`src/rtl/uart_tx.sv`:
```
// uart_tx: 8N1 serial transmitter with a single-entry holding register for back-to-back frames.
module uart_tx #(
  parameter int   CLKS_PER_BIT = 8,
  parameter logic IDLE_LEVEL   = 1'b1
) (
  input  logic       clk,
  input  logic       reset,
  input  logic       tx_en,
  input  logic       tx_start,
  input  logic [7:0] tx_data_in,
  output logic       tx_data_out,
  output logic       ready,
  output logic       busy,
  output logic       done
);
  localparam int CW = $clog2(CLKS_PER_BIT);
  localparam logic [CW-1:0] CMAX = CW'(CLKS_PER_BIT - 1);
  typedef enum logic [1:0] {IDLE, START, DATA, STOP} state_t;
  state_t        state_q;
  logic [CW-1:0] cnt_q;
  logic [2:0]    bit_q;
  logic [7:0]    hold_q, shift_q;
  logic          hold_valid_q, line_q, busy_q, done_q;
  logic          last, load;
  assign last = cnt_q == CMAX;
  // The FSM takes the held byte from IDLE or straight out of the final stop cycle.
  assign load = hold_valid_q && tx_en && (state_q == IDLE || (state_q == STOP && last));
  always_ff @(posedge clk or posedge reset) begin
    if (reset) begin
      state_q      <= IDLE;
      cnt_q        <= '0;
      bit_q        <= '0;
      hold_q       <= '0;
      shift_q      <= '0;
      hold_valid_q <= 1'b0;
      line_q       <= IDLE_LEVEL;
      busy_q       <= 1'b0;
      done_q       <= 1'b0;
    end else begin
      done_q <= 1'b0;
      cnt_q  <= (state_q == IDLE || last) ? '0 : cnt_q + 1'b1;
      if (tx_en && tx_start && !hold_valid_q) begin
        hold_q       <= tx_data_in;
        hold_valid_q <= 1'b1;
      end
      case (state_q)
        IDLE: ;
        START: if (last) begin
          state_q <= DATA;
          line_q  <= shift_q[0];
        end
        DATA: if (last) begin
          bit_q   <= bit_q + 3'd1;
          state_q <= (bit_q == 3'd7) ? STOP : DATA;
          line_q  <= (bit_q == 3'd7) ? IDLE_LEVEL : shift_q[bit_q + 3'd1];
        end
        STOP: if (last) begin
          done_q <= 1'b1;
          if (!load) begin
            state_q <= IDLE;
            busy_q  <= 1'b0;
          end
        end
      endcase
      if (load) begin
        shift_q      <= hold_q;
        hold_valid_q <= 1'b0;
        state_q      <= START;
        bit_q        <= '0;
        line_q       <= 1'b0;
        busy_q       <= 1'b1;
      end
    end
  end
  assign tx_data_out = line_q;
  assign ready       = ~hold_valid_q;
  assign busy        = busy_q;
  assign done        = done_q;
endmodule
```
`config.mk`:
```
export PLATFORM = sky130hd
export DESIGN_NAME = uart_tx
export DESIGN_NICKNAME = d
export VERILOG_FILES = /design/src/rtl/uart_tx.sv
export SDC_FILE = /design/constraint.sdc
export NUM_CORES = 1
export LEC_CHECK = 0
export CAP_MARGIN = 5
export CORE_UTILIZATION = 40
export DETAILED_ROUTE_END_ITERATION = 8
export GPL_TIMING_DRIVEN = 0
export PLACE_DENSITY_LB_ADDON = 0.25
export SYNTH_ARGS = -nofsm -noshare
export SYNTH_HDL_FRONTEND = slang
export SYNTH_SLANG_ARGS = --single-unit
```
`constraint.sdc`:
```
create_clock -name clk -period 2.65 [get_ports clk]
set_input_delay 0.53 -clock clk [delete_from_list [all_inputs] [get_ports clk]]
set_output_delay 0.53 -clock clk [all_outputs]
set_load 0.02 [all_outputs]
```
==> results.sh <==
export IMPL_cts_sinks=28
export IMPL_rsz0062_at_grt="no"
export IMPL_area_growth_synth_to_final_pct=20.1
export IMPL_place_area_um2=1490
export IMPL_path_buf_inv=1
export IMPL_finalCritPeriodShare_pct=77.3
export IMPL_cts_buffers=3
export IMPL_syn_area_um2=1280
export IMPL_worstPathArrival_ns=1.52
export IMPL_synthCells=97
export IMPL_wl_mm=2.02
export IMPL_core_area_um2=3050
export IMPL_grt_first_pass_wirelength_mm=3.64
export IMPL_vias_per_cell=4.83
export IMPL_drt_pass1_iterations=6
export IMPL_start_util_pct=42.0
export IMPL_post_place_ws_ns=0.539
export IMPL_worstReg2RegEnd="tx_data_out$_DFFE_PP1P_"
export IMPL_critPathSlowestCell="clkdlybuf4s50_1"
export IMPL_status="finished, final reports clean"
export IMPL_cts_tree="done"
export IMPL_period_minus_slack_ns=2.05
export IMPL_worstMarginPinSlew_ns=1.03
export IMPL_ys_ff_latch=28
export IMPL_ctsHoldBuffers=0
export IMPL_cp_startpoint="tx_data_out$_DFFE_PP1P_"
export IMPL_cts_buffer_depth=2
export IMPL_setup_slack_ns=0.601
export IMPL_ys_seq_area_share_pct=54.8
export IMPL_skew_ns=0.00992
export IMPL_drt_iter0_markers=11
export IMPL_num_rows=20
export IMPL_synthTopCellsByArea="dfrtp_1, mux2_2, ha_1"
export IMPL_gr_total_overflow=0
export IMPL_path_delay_family="buffers and inverters"
export IMPL_finalCoreUtilization_pct=50.4
export IMPL_setup_tns_ns=0
export IMPL_syn_nets=118
export IMPL_min_path_cells=1
export IMPL_cts_resized=0
export IMPL_max_slew_margin_rel_pct=31.4
export IMPL_design_portCount=16
export IMPL_portBuffers=15
export IMPL_slew_viol_final=0
export IMPL_grt_usage_pct=14.3
export IMPL_worst_r2r_setup_slack_ns=0.65
export IMPL_fmax_mhz=488
export IMPL_yosys_area_top_type_share_pct=52.7
export IMPL_rr_startpoint="bit_q[0]$_DFFE_PP0P_"
export IMPL_vias=772
export IMPL_clkLatencyLatePin_ns=0.33
export IMPL_cap_viol_max_count=0
export IMPL_grt_max_degree=29
export IMPL_worstPathMaxFanout=4
export IMPL_die_area_um2=3430
export IMPL_ant_nets=0
export IMPL_nets=138
export IMPL_hold_viol=0
export IMPL_htree_levels=1
export IMPL_synth_area_per_cell_um2=13.2
export IMPL_drive_gt1_share_pct=23.3
export IMPL_setup_viol_count_final=0
export IMPL_postCtsSetupBuffers=0
export IMPL_wl_per_cell_um=12.7
export IMPL_synth_cell_type_count=23
export IMPL_die_height_um=58.6
export IMPL_layout_commonest_cell="dfrtp_1"
export IMPL_cp_start_kind="flop"
export IMPL_grt_pass1_vias=788
export IMPL_cellPowerDensity_nw_per_um2=971
export IMPL_stdcell_area_um2=1540
export IMPL_worstHoldPathType="flop to flop"
export IMPL_leakage_uw=0.000711
export IMPL_reg2reg_depth=5
export IMPL_die_w_um=58.6
export IMPL_crit_required_ns=2.12
export IMPL_route_detailed_drc=0
export IMPL_ys_warn_count=0
export IMPL_path_class="flop to primary output"
export IMPL_dp_hpwl_mm=1.49
export IMPL_cts_root_buf="clkbuf_4"
export IMPL_hold_start="cnt_q[0]$_DFF_PP0_"
export IMPL_max_stage_delay_ns=0.60
export IMPL_holdPathEnd="cnt_q[0]$_DFF_PP0_"
export IMPL_mostFrequentLayoutCells="dfrtp_1, mux2_2, clkdlybuf4s50_1"
export IMPL_ir_drop_mv=0.393
export IMPL_clk_pin_slew_ns=0.16
export IMPL_diodes=0
export IMPL_cp_cell_sequence="clkdlybuf4s50_1"
export IMPL_synth_top_area_cell="dfrtp_1"
export IMPL_place_gp_congestion=0.740
export IMPL_worst_setup_path_end_kind="primary output"
export IMPL_antenna_found_initial=0
[where the power goes]
part	internal, µW	switching (µW)	leakage [µW]	total, µW
combinational	299	213	0.000343	512
sequential	599	103	0.000340	703
clock	153	127	0.0000279	280
[cell usage after synthesis]
cell type / number
dfrtp_1: 27
mux2_2: 17
ha_1: 9
nand2_1: 7
inv_1: 5
nor2_1: 5
a21oi_1: 4
buf_2: 3
nand3_1: 3
mux4_1: 2
nor3_1: 2
nor3b_1: 2
a211o_1: 1
a21o_1: 1
dfstp_2: 1
nor2b_1: 1
nor4_1: 1
nor4b_2: 1
o211a_1: 1
o22a_1: 1
o22ai_1: 1
or2_2: 1
xor2_1: 1
[worst reg2reg max path: stages, from the launching register on]
cell,delay [ns]
dfrtp_1,0.45
ha_1,0.36
mux4_1,0.56
mux2_2,0.29
nor4b_2,0.21
nor4_1,0.08
[area by class of cell]
class / instances / area (µm²)
Buffer: 3 / 15.0
Timing Repair Buffer: 15 / 150
Inverter: 5 / 18.8
Fill cell: 286 / 1510
Clock inverter: 1 / 30.0
Clock buffer: 3 / 22.5
Sequential cell: 28 / 702
Tap cell: 44 / 55.1
Multi-Input combinational cell: 61 / 546
[worst max path at each step]
stage	cells past startpoint	to	slack, ns
6_report	1	tx_data_out	0.60
5_1_grt	1	tx_data_out	0.55
3_3_place_gp	5	shift_q[1]$_DFFE_PP0P_	0.54
4_1_cts	1	tx_data_out	0.58
2_1_floorplan	5	tx_data_out$_DFFE_PP1P_	0.79
3_5_place_dp	5	shift_q[1]$_DFFE_PP0P_	0.54
[sequential cells by signal (all words and copies together), names as in the netlist]
name and flops:
hold_q 8, shift_q 8, bit_q 3, cnt_q 3, state_q 2, busy 1, done 1, hold_valid_q 1
tx_data_out 1
[kinds of logic after synthesis]
family,Yosys count,synth area share (%)
AO/OA/AOI/OAI,9,4.79
XOR/XNOR,1,0.684
adder cells (fa/ha/maj),9,8.79
buffers and inverters,8,2.64
flip-flops,28,54.8
multiplexers,19,19.0
AND/OR/NAND/NOR,23,9.28
[per-layer routing]
layer  vias up  track usage, %  part of all wire, %
li1        375               -                    -
met1       383            20.3                   48
met2        12            21.7                   48
met3         2            1.98                  2.8
met4         0            7.14                  1.1
met5         -               0                    0
[stage by stage]
step                hold slack [ns]  std cells  power [µW]
floorplan                     0.415         97        1090
global placement              0.430        156        1200
detailed placement            0.440        156        1240
CTS                           0.460        160        1510
global route                  0.498        160        1610
finish                        0.455        160        1490
No activity file was read; power rests on OpenSTA's default activity.
